[config.mk]
export PLATFORM = sky130hd
export DESIGN_NAME = weight_rom_fetch_sequencer
export DESIGN_NICKNAME = d
export VERILOG_FILES = /design/src/rtl/weight_fetch_pkg.sv /design/src/rtl/tile_addr_counter.sv /design/src/rtl/weight_rom_fetch_sequencer.sv
export SDC_FILE = /design/constraint.sdc
export NUM_CORES = 1
export LEC_CHECK = 0
export ABC_AREA = 1
export CORE_UTILIZATION = 56
export CTS_CLUSTER_DIAMETER = 80
export DETAILED_ROUTE_END_ITERATION = 7
export GPL_ROUTABILITY_DRIVEN = 0
export GPL_TIMING_DRIVEN = 1
export PLACE_DENSITY = 0.95
export SLEW_MARGIN = 10
export SYNTH_ARGS = -nofsm -noshare
export SYNTH_HDL_FRONTEND = slang
export SYNTH_SLANG_ARGS = --single-unit
[constraint.sdc]
create_clock -name clk -period 4.2 [get_ports clk]
set_input_delay 0.42 -clock clk [delete_from_list [all_inputs] [get_ports clk]]
set_output_delay 0.42 -clock clk [all_outputs]
set_load 0.03 [all_outputs]
[src/rtl/weight_fetch_pkg.sv]
// rtl/weight_fetch_pkg.sv - shared types and defaults for the weight ROM fetch sequencer
// Purpose: sequencer state encoding, tile command shape and default geometry.
// Ports: none (package). Optional feature macro used by the top: WEIGHT_FETCH_PERF_EN.
package weight_fetch_pkg;

   localparam int DEF_ROWS   = 64;
   localparam int DEF_COLS   = 64;
   localparam int DEF_NUM_CH = 10;
   localparam int DEF_W      = 32;
   localparam int DEF_A      = 12;

   typedef enum logic [1:0] {
      ST_IDLE  = 2'd0,
      ST_FETCH = 2'd1,
      ST_DRAIN = 2'd2,
      ST_DONE  = 2'd3
   } fetch_state_e;

   typedef struct packed {
      logic [DEF_A-1:0] ch;
      logic [DEF_A-1:0] row_base;
      logic [DEF_A-1:0] col_base;
      logic [DEF_A-1:0] rows;
      logic [DEF_A-1:0] cols;
   } tile_cmd_t;

endpackage

[src/rtl/tile_addr_counter.sv]
// rtl/tile_addr_counter.sv - row-major 2-D tile address counter with base wrap
// Purpose: walks a rows x cols tile starting at (row_base, col_base), column fastest.
// Ports:
//   clk, rst_n               clock, synchronous active-low reset
//   i_load                   capture bases/extent and restart at the tile origin
//   i_adv                    step to the next address (ignored while i_load)
//   i_row_base, i_col_base   tile origin
//   i_rows, i_cols           tile extent, both >= 1
//   o_row, o_col             current ROM row/column address
//   o_last                   current address is the final word of the tile
module tile_addr_counter
   import weight_fetch_pkg::*;
#(
   parameter int A = DEF_A
) (
   input  logic         clk,
   input  logic         rst_n,
   input  logic         i_load,
   input  logic         i_adv,
   input  logic [A-1:0] i_row_base,
   input  logic [A-1:0] i_col_base,
   input  logic [A-1:0] i_rows,
   input  logic [A-1:0] i_cols,
   output logic [A-1:0] o_row,
   output logic [A-1:0] o_col,
   output logic         o_last
);

   logic [A-1:0] r_row;
   logic [A-1:0] r_col;
   logic [A-1:0] r_col_base;
   logic [A-1:0] r_row_cnt;
   logic [A-1:0] r_col_cnt;
   logic [A-1:0] r_rows_m1;
   logic [A-1:0] r_cols_m1;
   logic         w_row_end;

   // Extents are stored minus one so the end tests are plain equality.
   assign w_row_end = (r_col_cnt == r_cols_m1);
   assign o_last    = (r_row_cnt == r_rows_m1) && w_row_end;
   assign o_row     = r_row;
   assign o_col     = r_col;

   always_ff @(posedge clk) begin
      if (!rst_n) begin
         r_row      <= '0;
         r_col      <= '0;
         r_col_base <= '0;
         r_row_cnt  <= '0;
         r_col_cnt  <= '0;
         r_rows_m1  <= '0;
         r_cols_m1  <= '0;
      end else if (i_load) begin
         r_row      <= i_row_base;
         r_col      <= i_col_base;
         r_col_base <= i_col_base;
         r_row_cnt  <= '0;
         r_col_cnt  <= '0;
         r_rows_m1  <= i_rows - 1'b1;
         r_cols_m1  <= i_cols - 1'b1;
      end else if (i_adv) begin
         if (w_row_end) begin
            r_col_cnt <= '0;
            r_col     <= r_col_base;
            r_row_cnt <= r_row_cnt + 1'b1;
            r_row     <= r_row + 1'b1;
         end else begin
            r_col_cnt <= r_col_cnt + 1'b1;
            r_col     <= r_col + 1'b1;
         end
      end
   end

endmodule

[src/rtl/weight_rom_fetch_sequencer.sv]
// rtl/weight_rom_fetch_sequencer.sv - streams a rectangular weight tile out of a combinational ROM
// Purpose: accepts a tile command, validates it, walks the ROM row-major and delivers each
//   word over a valid/ready stream, then pulses done.
// Ports:
//   clk, rst_n                          clock, synchronous active-low reset
//   cmd_valid/cmd_ready                 tile command handshake (ready only when idle)
//   cmd_ch, cmd_row_base, cmd_col_base  ROM channel and tile origin
//   cmd_rows, cmd_cols                  tile extent, 1..ROWS / 1..COLS
//   rom_ch, rom_row, rom_col, rom_data  ROM address out, data back in the same cycle
//   out_valid/out_ready/out_data/out_last  weight word stream
//   done                                one-cycle pulse after the last word is taken
//   cmd_err                             one-cycle pulse on a rejected command
//   busy                                tile in flight (FETCH or DRAIN)
//   perf_stall_cnt, perf_tile_cnt       only with WEIGHT_FETCH_PERF_EN: saturating counters
module weight_rom_fetch_sequencer
   import weight_fetch_pkg::*;
#(
   parameter int ROWS   = DEF_ROWS,
   parameter int COLS   = DEF_COLS,
   parameter int NUM_CH = DEF_NUM_CH,
   parameter int W      = DEF_W,
   parameter int A      = DEF_A
) (
   input  logic         clk,
   input  logic         rst_n,
   input  logic         cmd_valid,
   output logic         cmd_ready,
   input  logic [A-1:0] cmd_ch,
   input  logic [A-1:0] cmd_row_base,
   input  logic [A-1:0] cmd_col_base,
   input  logic [A-1:0] cmd_rows,
   input  logic [A-1:0] cmd_cols,
   output logic [A-1:0] rom_ch,
   output logic [A-1:0] rom_row,
   output logic [A-1:0] rom_col,
   input  logic [W-1:0] rom_data,
   output logic         out_valid,
   input  logic         out_ready,
   output logic [W-1:0] out_data,
   output logic         out_last,
   output logic         done,
   output logic         cmd_err,
`ifdef WEIGHT_FETCH_PERF_EN
   output logic [31:0]  perf_stall_cnt,
   output logic [15:0]  perf_tile_cnt,
`endif
   output logic         busy
);

   localparam logic [1:0] S_IDLE  = ST_IDLE;
   localparam logic [1:0] S_FETCH = ST_FETCH;
   localparam logic [1:0] S_DRAIN = ST_DRAIN;
   localparam logic [1:0] S_DONE  = ST_DONE;

   localparam logic [A:0] ROWS_X   = (A+1)'(ROWS);
   localparam logic [A:0] COLS_X   = (A+1)'(COLS);
   localparam logic [A:0] NUM_CH_X = (A+1)'(NUM_CH);

   logic [1:0]   r_state;
   logic [A-1:0] r_rom_ch;
   logic         r_out_valid;
   logic [W-1:0] r_out_data;
   logic         r_out_last;
   logic         r_done;
   logic         r_cmd_err;

   logic [A:0]   w_row_end;
   logic [A:0]   w_col_end;
   logic         w_bad;
   logic         w_accept;
   logic         w_adv;
   logic         w_last;
   logic         w_ctr_adv;

   // One extra bit so base + extent cannot wrap past the ROM bound.
   assign w_row_end = {1'b0, cmd_row_base} + {1'b0, cmd_rows};
   assign w_col_end = {1'b0, cmd_col_base} + {1'b0, cmd_cols};
   assign w_bad     = (cmd_rows == '0) || (cmd_cols == '0) ||
                      ({1'b0, cmd_ch} >= NUM_CH_X) ||
                      (w_row_end > ROWS_X) || (w_col_end > COLS_X);

   assign w_accept  = (r_state == S_IDLE) && cmd_valid && !w_bad;
   assign w_adv     = !r_out_valid || out_ready;
   // The final address is held once issued so the stalled word keeps its source.
   assign w_ctr_adv = (r_state == S_FETCH) && w_adv && !w_last;

   tile_addr_counter #(.A(A)) u_addr (
      .clk        (clk),
      .rst_n      (rst_n),
      .i_load     (w_accept),
      .i_adv      (w_ctr_adv),
      .i_row_base (cmd_row_base),
      .i_col_base (cmd_col_base),
      .i_rows     (cmd_rows),
      .i_cols     (cmd_cols),
      .o_row      (rom_row),
      .o_col      (rom_col),
      .o_last     (w_last)
   );

   always_ff @(posedge clk) begin
      if (!rst_n) begin
         r_state     <= S_IDLE;
         r_rom_ch    <= '0;
         r_out_valid <= 1'b0;
         r_out_data  <= '0;
         r_out_last  <= 1'b0;
         r_done      <= 1'b0;
         r_cmd_err   <= 1'b0;
      end else begin
         r_done    <= 1'b0;
         r_cmd_err <= 1'b0;
         case (r_state)
            S_IDLE: begin
               if (cmd_valid) begin
                  if (w_bad) begin
                     r_cmd_err <= 1'b1;
                  end else begin
                     r_rom_ch <= cmd_ch;
                     r_state  <= S_FETCH;
                  end
               end
            end
            S_FETCH: begin
               if (w_adv) begin
                  r_out_data  <= rom_data;
                  r_out_valid <= 1'b1;
                  r_out_last  <= w_last;
                  if (w_last) begin
                     r_state <= S_DRAIN;
                  end
               end
            end
            S_DRAIN: begin
               if (r_out_valid && out_ready) begin
                  r_out_valid <= 1'b0;
                  r_out_last  <= 1'b0;
                  r_state     <= S_DONE;
               end
            end
            default: begin
               r_done  <= 1'b1;
               r_state <= S_IDLE;
            end
         endcase
      end
   end

   assign cmd_ready = (r_state == S_IDLE);
   assign busy      = (r_state == S_FETCH) || (r_state == S_DRAIN);
   assign rom_ch    = r_rom_ch;
   assign out_valid = r_out_valid;
   assign out_data  = r_out_data;
   assign out_last  = r_out_last;
   assign done      = r_done;
   assign cmd_err   = r_cmd_err;

`ifdef WEIGHT_FETCH_PERF_EN
   logic [31:0] r_perf_stall;
   logic [15:0] r_perf_tile;
   logic        w_stall;

   assign w_stall = busy && r_out_valid && !out_ready;

   always_ff @(posedge clk) begin
      if (!rst_n) begin
         r_perf_stall <= '0;
         r_perf_tile  <= '0;
      end else begin
         if (w_stall && (r_perf_stall != '1)) begin
            r_perf_stall <= r_perf_stall + 1'b1;
         end
         if (r_done && (r_perf_tile != '1)) begin
            r_perf_tile <= r_perf_tile + 1'b1;
         end
      end
   end

   assign perf_stall_cnt = r_perf_stall;
   assign perf_tile_cnt  = r_perf_tile;
`endif

endmodule

; ---- Yosys cells after proc, flatten, opt, wreduce, memory -nomap -nowiden
; Cells that the tools add are included.
[word_totals]
elab_cells = 86
input_bits = 96
ff_bits = 134
out_inout_bits = 74
[classes]
reduce_logical = 30
addsub = 8
mux = 20
bitwise = 2
n_eq_ne = 9
order_cmp = 3
[op_table]
columns = cell, count
row1 = $mux 12, 7
row2 = $add 12x1->12 const B, 4
row3 = $add 12x12->13, 2
row4 = $gt 13x7->1 const B, 2
row5 = $eq 12x12->1, 2
row6 = $logic_not 12->1, 2
row7 = $sub 12x1->12 const B, 2
row8 = $ge 12x4->1 const B, 1
row9 = $mux 2, 5
row10 = $ne 2x2->1 const B, 5
row11 = $reduce_and 3->1, 3
row12 = $logic_and 1x1->1, 6
row13 = $logic_or 1x1->1, 6
row14 = $pmux 2 s3, 1
row15 = $reduce_and 2->1, 3
row16 = $reduce_bool 2->1, 3
row17 = $mux 1, 5
row18 = $reduce_and 5->1, 1
row19 = $pmux 1 s2, 2
row20 = $logic_not 1->1, 3
row21 = $reduce_or 3->1, 1
row22 = $eq 2x1->1 const B, 1
row23 = $eq 2x2->1 const B, 1
row24 = $logic_not 2->1, 1
row25 = 2 further kinds, 3

; ---- Depth between registers and ports, before layout
; Gate-level depths: netlist (run 1).
[logic_depth]
word_depth = 9
ltp_mapped = 20
depth_no_buf = 20

; ---- Modules after synthesis
; From an unflattened synthesis (run 1), not the netlist that was laid out.
[unflattened]
cells_unflattened = 1320
hier_area_um2 = 8519.4
[by_module_without_submodules]
columns = module, seq_area_each_um2, cells_each, n_inst, area_per_inst_um2
row1 = tile_addr_counter, 1681.6, 743, 1, 4902.2
row2 = weight_rom_fetch_sequencer, 1001.0, 577, 1, 3617.2

; ---- Worst setup path after synthesis (run 1)
; Ideal clock, no wire load.
[synth_path]
kind = input-to-reg
start = input cmd_col_base[0]
end = register u_addr.r_row[0] (netlist: u_addr.o_row[0])
required_time_ns = 4.079
path_slack_ns = 1.566
arrival_time_ns = 2.512
path_stages = 15
setup_ns = 0.121
path_buffers = 2
cell_sequence = ha_1 -> fa_1 -> or2_2 -> nor2_1 -> nand3_1 -> nor2_1 -> nand2_1 -> nand2_1 -> nand2_1 -> nor2_1 -> nand4_4 -> buf_6 -> buf_4 -> o21ai_1 -> a21oi_1
[synth_between]
elab_chain_cells = 7
elab_cells_between_ends = 9
cone_classes = add/sub (1) / order compare (1) / mux (1) / reduce/logical (6)
[synth_lines]
columns = item, line
row1 = start: declaration, weight_rom_fetch_sequencer.sv:30  ; input logic [A-1:0] cmd_col_base,
row2 = $add 12x12->13 (*), weight_rom_fetch_sequencer.sv:77  ; assign w_col_end = {1'b0, cmd_col_base} + {1'b0, cmd_cols};
row3 = $gt 13x7->1 (*), weight_rom_fetch_sequencer.sv:80  ; (w_row_end > ROWS_X) || (w_col_end > COLS_X);
row4 = $logic_or 1x1->1 (*), weight_rom_fetch_sequencer.sv:80
row5 = $logic_not 1->1 (*), weight_rom_fetch_sequencer.sv:82  ; assign w_accept = (r_state == S_IDLE) && cmd_valid && !w_bad;
row6 = $logic_and 1x1->1 (*), weight_rom_fetch_sequencer.sv:82
row7 = $reduce_bool 2->1 (no line), n/a
row8 = $reduce_and 2->1 (no line), n/a
row9 = end signal: assignment, tile_addr_counter.sv:54  ; r_row <= i_row_base;
row10 = end signal: assignment, tile_addr_counter.sv:66  ; r_row <= r_row + 1'b1;
row11 = end: declaration, tile_addr_counter.sv:29  ; logic [A-1:0] r_row;
; Every way passes the cells marked *; elsewhere a longest branch is shown, timed or not.
; A chain may end at the register's enable or synchronous reset.

; ---- Worst setup path in the final report (run 1)
[layout_path]
start = register u_addr.r_col_cnt[3]
end = register u_addr.r_col[7] (netlist: u_addr.o_col[7])
[layout_between]
elab_chain_cells = 5
elab_cells_between_ends = 8
cone_classes = eq/ne (1) / mux (3) / reduce/logical (4)
[layout_lines]
columns = item, line
row1 = start: declaration, tile_addr_counter.sv:33  ; logic [A-1:0] r_col_cnt;
row2 = start signal: assignment, tile_addr_counter.sv:68  ; r_col_cnt <= r_col_cnt + 1'b1;
row3 = $eq 12x12->1 (*), tile_addr_counter.sv:39  ; assign w_row_end = (r_col_cnt == r_cols_m1);
row4 = $logic_and 1x1->1, tile_addr_counter.sv:40  ; assign o_last = (r_row_cnt == r_rows_m1) && w_row_end;
row5 = $logic_not 1->1, weight_rom_fetch_sequencer.sv:85  ; assign w_ctr_adv = (r_state == S_FETCH) && w_adv && !w_last;
row6 = $logic_and 1x1->1, weight_rom_fetch_sequencer.sv:85
row7 = $reduce_bool 2->1 (no line), n/a
row8 = end signal: assignment, tile_addr_counter.sv:55  ; r_col <= i_col_base;
row9 = end signal: assignment, tile_addr_counter.sv:64  ; r_col <= r_col_base;
row10 = end signal: assignment, tile_addr_counter.sv:69  ; r_col <= r_col + 1'b1;
row11 = end: declaration, tile_addr_counter.sv:30  ; logic [A-1:0] r_col;
; Every way passes the cells marked *; elsewhere a longest branch is shown, timed or not. The select of a mux whose other input is x is not followed.

==> flow_metrics.env, run 1 <==
export IMPL_status="finished clean"
export IMPL_p_leak_nw=4.81
export IMPL_cts_sinks=134
export IMPL_htree_levels=4
export IMPL_overflow=0
export IMPL_die_h_um=123
export IMPL_totalWireLength_um=23200
export IMPL_gr_usage_all_layers_pct=31.7
export IMPL_grt_pass1_wl_um=37800
export IMPL_hold_viol_final=0
export IMPL_finalSetupTns_ns=0
export IMPL_pwr_density_cell_nw_per_um2=451
export IMPL_drt_iter0_drc=803
export IMPL_max_freq_mhz=305
export IMPL_ir_drop_v=0.000573
export IMPL_fp_dieW_um=123
export IMPL_worst_pin_slew_ns=0.959
export IMPL_crit_fanout=14
export IMPL_slew_headroom_pct=35.8
export IMPL_use_met1_pct=38.6
export IMPL_met3_usage_pct=5.20
export IMPL_dieArea_um2=15000
export IMPL_nets=1542
export IMPL_setup_viol=0
export IMPL_syn_avg_cell_area_um2=6.51
export IMPL_critPathMostFrequentCell="nor2_1"
export IMPL_routed_via_count=8869
export IMPL_antenna_found_initial=0
export IMPL_antenna_left=0
export IMPL_end_kind="register"
export IMPL_cp_arrival_ns=3.61
export IMPL_synth_nets=1385
export IMPL_antenna_cells=0
export IMPL_synthCells=1253
export IMPL_areaGrowthSynthToFinish_pct=29.9
export IMPL_core_um2=14000
export IMPL_hpwl_um=16800
export IMPL_cts_root_buf="clkbuf_16"
export IMPL_first_pass_iters=6
export IMPL_synth_top_area_share_pct=32.9
export IMPL_cts_hold_buf=0
export IMPL_netlist_area_um2=8160
export IMPL_period_minus_slack_ns=3.27
export IMPL_synth_cell_types=39
export IMPL_synthTopCellsByCount="325 x nand2_1, 187 x nor2_1, 138 x inv_1"
export IMPL_cp_required_ns=4.54
export IMPL_maxSlewViolCount=0
export IMPL_synth_area_leaders="dfxtp_1 33%, nand2_1 15%, nor2_1 8.6%, inv_1 6.4%, ha_1 5.2%"
export IMPL_postSynth_asyncResetShare_pct=0
export IMPL_synthFlopType="dfxtp_1"
export IMPL_worstSetupPathType="register to register"
export IMPL_slowest_delay_ns=0.76
export IMPL_whs_ns=0.422
export IMPL_route_detailed_drc=0
export IMPL_synth_edf_count=0
export IMPL_crit_slowest_cell="nor2_1"
export IMPL_cap_violations=0
export IMPL_grt_pass1_vias=8204
export IMPL_clock_path_buffers=2
export IMPL_crit_path_cell_trace="xnor2_1 > nand4_1 > nor3_1 > nand2_1 > nor2_1 > nor2_1 > inv_1 > nand2_1 > o21ai_0 > nor2_1"
export IMPL_grtUsageMet2_pct=54.0
export IMPL_hp_class="input pin to register"
export IMPL_path_clk_slew_ns=0.06
export IMPL_pin_count=170
export IMPL_final_setup_skew_ns=0.00780
export IMPL_crit_path_start_kind="register"
export IMPL_synth_warnings=0
export IMPL_cts_buffers=17
export IMPL_wl_per_cell_um=14.5
export IMPL_grt_max_degree=62
export IMPL_drive_gt1_share_pct=4.22
export IMPL_min_period_over_period_pct=78.0
export IMPL_cts_tree="built"
export IMPL_cts_resized_gates=0
export IMPL_ys_seq_area_share_pct=32.9
export IMPL_port_buffers=169
export IMPL_post_cts_setup_buffers=0
export IMPL_initial_utilization_pct=58.1
export IMPL_clk_latency_ns=0.42
export IMPL_yosysMostFrequentCell="nand2_1"
export IMPL_via_per_inst=5.53
export IMPL_rows=43
export IMPL_synth_seq_cells=134
export IMPL_top_usage_layer="met2"
export IMPL_rsz0062_at_grt="no"
export IMPL_synth_area_leader_cell="dfxtp_1"
==> per-stage QoR <==
step | cell area [um^2] | setup slack [ns] | util [%] | std cells | power [mW]
2_1_floorplan | 8160 | 1.57 | - | 1253 | 2.50
3_3_place_gp | 9940 | 0.651 | 70.8 | 1571 | 3.10
3_5_place_dp | 9940 | 0.595 | 70.8 | 1571 | 3.14
4_1_cts | 10600 | 0.953 | 75.4 | 1603 | 4.77
5_1_grt | 10600 | 0.593 | 75.4 | 1603 | 4.99
6_report | 10600 | 0.926 | 75.4 | 1603 | 4.77
==> flip-flops by register name, summed over array words and instances, names as in the netlist <==
name / flops
r_state: 2
out_last: 1
u_addr.r_row_cnt: 12
out_data: 32
rom_ch: 12
u_addr.o_col: 12
done: 1
u_addr.r_col_base: 12
u_addr.o_row: 12
u_addr.r_rows_m1: 12
out_valid: 1
cmd_err: 1
u_addr.r_col_cnt: 12
u_addr.r_cols_m1: 12
==> area by class of cell <==
type | count | area [um^2]
Timing Repair Buffer | 178 | 1750
Multi-Input combinational cell | 938 | 4740
Clock buffer | 19 | 453
Inverter | 141 | 529
Fill cell | 1029 | 3450
Sequential cell | 134 | 2680
Tap cell | 180 | 225
Clock inverter | 13 | 203
==> final timing paths <==
path / startpoint / endpoint / slack, ns / cells past startpoint
setup / recovery: u_addr.r_col_cnt[3] / u_addr.o_col[7] / 0.93 / 10
setup reg to reg: u_addr.r_col_cnt[3] / u_addr.o_col[7] / 0.93 / 10
hold / removal: rst_n / rom_ch[3] / 0.42 / 3
hold reg to reg: rom_ch[9] / rom_ch[9] / 0.45 / 2
==> power breakdown <==
| part | switching [mW] | internal [mW] | leakage [nW] |
|---|---|---|---|
| clock | 0.559 | 1.08 | 0.319 |
| combinational | 0.985 | 0.609 | 3.41 |
| sequential | 0.0885 | 1.45 | 1.08 |
==> logic make-up (layout without fill, tap and decap cells) <==
group / after synthesis / count (layout) / share of synthesized area [%]
adder cells (fa/ha/maj): 36 / 36 / 5.71
XOR/XNOR: 62 / 62 / 6.66
AO/OA/AOI/OAI: 163 / 163 / 10.5
buffers and inverters: 181 / 351 / 8.93
flip-flops: 134 / 134 / 32.9
AND/OR/NAND/NOR: 677 / 677 / 35.3
==> layer usage <==
metal,share of wire (%),wire [um]
met1,41,9530
met2,48,11200
met3,6.3,1470
met4,4.1,960
met5,0,0
==> critical path, delay by kind of cell (launching register included) <==
kind	cells	cell delay (ns)
simple gates	7	2.05
flops	1	0.46
buf+inv	1	0.44
compound gates	1	0.16
xor+xnor	1	0.10
==> cells in the final DEF (no fill, tap or decap), types with 6 or more instances in the layout <==
cell / instances
a21oi_1: 65
buf_4: 9
clkbuf_16: 17
clkdlybuf4s50_1: 168
dfxtp_1: 134
ha_1: 34
inv_1: 138
nand2_1: 325
nand3_1: 82
nand3b_1: 6
nand4_1: 26
nor2_1: 187
nor3_1: 18
nor3b_1: 6
o21ai_0: 75
o21ai_1: 6
or2_0: 8
xnor2_1: 14
xor2_1: 48
No activity file was read; power rests on OpenSTA's default activity.
==> run 2, diff against run 1 <==
Settings changed: CORE_UTILIZATION 56 to 52, PLACE_DENSITY 0.95 to 0.92.
Clock period 4.2 ns to 3.4 ns, I/O delays scaled along.
==> run 2 against run 1 <==
Effect of this change: core utilization fell by 5.7 points; non-clock buffer count rose by 11; combinational power rose by 24%; global-route usage fell by 2.7 points; via count fell by 1.8%; first-iteration DRC count fell by 5.4%; sequential cell count did not move; critical path depth rose by 5; die area rose by 7.6%; critical endpoint is now u_addr.r_cols_m1[1].
==> flow_metrics.env, run 2 (synthesized netlist as in run 1, its figures left out) <==
export IMPL_antenna_left=0
export IMPL_path_clk_slew_ns=0.06
export IMPL_grt_max_degree=47
export IMPL_cts_sinks=134
export IMPL_nets=1553
export IMPL_cts_tree="built"
export IMPL_worstRegToRegCells=11
export IMPL_cp_required_ns=3.73
export IMPL_final_common_cell="nand2_1"
export IMPL_end_kind="register"
export IMPL_slew_headroom_pct=51.8
export IMPL_top_usage_layer="met2"
export IMPL_dpl_cell_area_um2=10100
export IMPL_fillers=1228
export IMPL_cts_resized_gates=0
export IMPL_overflow=0
export IMPL_crit_slowest_cell="clkdlybuf4s50_1"
export IMPL_max_freq_mhz=329
export IMPL_htree_levels=4
export IMPL_status="finished clean"
export IMPL_finalSetupTns_ns=0
export IMPL_totalWireLength_um=22900
export IMPL_port_buffers=169
export IMPL_largest_register_ffs=32
export IMPL_final_util_pct=69.7
export IMPL_rows=45
export IMPL_hpwl_um=16800
export IMPL_hp_class="register to register"
export IMPL_met3_usage_pct=5.36
export IMPL_crit_path_start_kind="input pin"
export IMPL_pin_count=170
export IMPL_slowest_delay_ns=0.51
export IMPL_first_pass_iters=5
export IMPL_antenna_found_initial=0
export IMPL_crit_path_cell_trace="clkdlybuf4s50_1 > ha_1 > fa_1 > or2_2 > nor2_1 > nand3_1 > nor2_1 > nand2_1 > nand2_1 > nand3_1 > nor2_2 > nand4_4 > buf_4 > or2_0 > a21oi_1"
export IMPL_crit_path_end="u_addr.r_cols_m1[1]"
export IMPL_via_per_inst=5.30
export IMPL_min_period_over_period_pct=89.3
export IMPL_cts_hold_buf=0
export IMPL_route_detailed_drc=0
export IMPL_p_leak_nw=4.83
export IMPL_use_met1_pct=35.7
export IMPL_setup_viol=0
export IMPL_core_um2=15300
export IMPL_grt_pass1_wl_um=37900
export IMPL_areaGrowthSynthToFinish_pct=30.5
export IMPL_ir_drop_v=0.000449
export IMPL_hold_viol_final=0
export IMPL_finish_instance_area_um2=10600
export IMPL_initial_utilization_pct=53.4
export IMPL_multi_input_area_um2=4750
export IMPL_min_delay_start="rom_ch[8]"
export IMPL_gr_usage_all_layers_pct=29.0
export IMPL_antenna_cells=0
export IMPL_r2r_end="u_addr.o_col[6]"
export IMPL_crit_start="cmd_row_base[0]"
export IMPL_cap_violations=0
export IMPL_grt_pass1_vias=8098
export IMPL_worst_pin_slew_ns=0.722
export IMPL_clock_path_buffers=2
export IMPL_final_cell_mix="325 x nand2_1, 186 x nor2_1, 168 x clkdlybuf4s50_1"
export IMPL_post_cts_setup_buffers=0
export IMPL_clk_latency_ns=0.41
export IMPL_period_minus_slack_ns=3.04
export IMPL_fp_dieW_um=127
export IMPL_seq_area_um2=2680
export IMPL_reg2reg_from="u_addr.r_col_cnt[4]"
export IMPL_cp_arrival_ns=3.37
export IMPL_drt_iter0_drc=760
export IMPL_cts_root_buf="clkbuf_16"
export IMPL_drive_gt1_share_pct=4.88
export IMPL_rsz0062_at_grt="no"
export IMPL_dieArea_um2=16200
export IMPL_routed_via_count=8711
export IMPL_maxSlewViolCount=0
export IMPL_final_setup_skew_ns=0.00678
export IMPL_power_mw=5.64
export IMPL_wl_per_cell_um=13.9
export IMPL_die_h_um=127
export IMPL_reg2reg_setup_slack_ns=0.38
export IMPL_pwr_density_cell_nw_per_um2=530
export IMPL_crit_fanout=29
export IMPL_cts_buffers=17
export IMPL_worstSetupPathType="input pin to register"
export IMPL_grtUsageMet2_pct=49.2
==> run 2: changes by cell type in the layout (fill, tap and decap cells not counted), sizes merged <==
cell      previous run  this run
buf                 10        21
bufinv               5         1
clkbuf              19        23
clkinv               6         4
clkinvlp             2         3
==> run 2: critical path, delay by kind of cell <==
family	cells	cell delay [ns]
compound gates	1	0.15
fa+ha+maj	2	0.65
buf+inv	2	0.82
simple gates	10	1.39
==> run 2: per-layer routing <==
layer  share of wire (%)  vias to the layer above
met5                   0                        -
met4                 3.5                        0
met3                 5.7                       62
met2                  48                      336
met1                  43                     3962
li1                    -                     4351
==> run 2: how the worst min path moves through the flow <==
stage	end	slack, ns	depth (start not counted)
finish	rom_ch[8]	0.45	2
CTS	rom_ch[7]	0.46	2
global route	rom_ch[9]	0.47	2
global placement	rom_ch[4]	0.44	2
floorplan	u_addr.r_cols_m1[10]	0.44	2
detailed placement	rom_ch[7]	0.45	2
==> run 2: power by group <==
part / leakage (nW) / switching, mW / internal (mW) / total, mW
Sequential: 1.08 / 0.111 / 1.79 / 1.90
Clock: 0.277 / 0.674 / 1.09 / 1.77
Combinational: 3.47 / 1.22 / 0.749 / 1.97
Total: 4.83 / 2.01 / 3.63 / 5.64
==> run 2: stage by stage <==
step           instances  setup slack (ns)  hold WS, ns
3_5_place_dp        1613            0.0251        0.447
6_report            1644             0.363        0.453
2_1_floorplan       1253             0.846        0.437
4_1_cts             1644             0.149        0.457
3_3_place_gp        1613             0.118        0.441
5_1_grt             1644            0.0411        0.469
==> run 2: final cells by class <==
cell class | count | share of cell area (%)
clock buffer | 23 | 4.68
clock inverter | 8 | 0.682
inverter | 141 | 4.97
multi-input combinational | 938 | 44.6
sequential | 134 | 25.2
tap | 211 | 2.48
timing repair buffer | 189 | 17.4
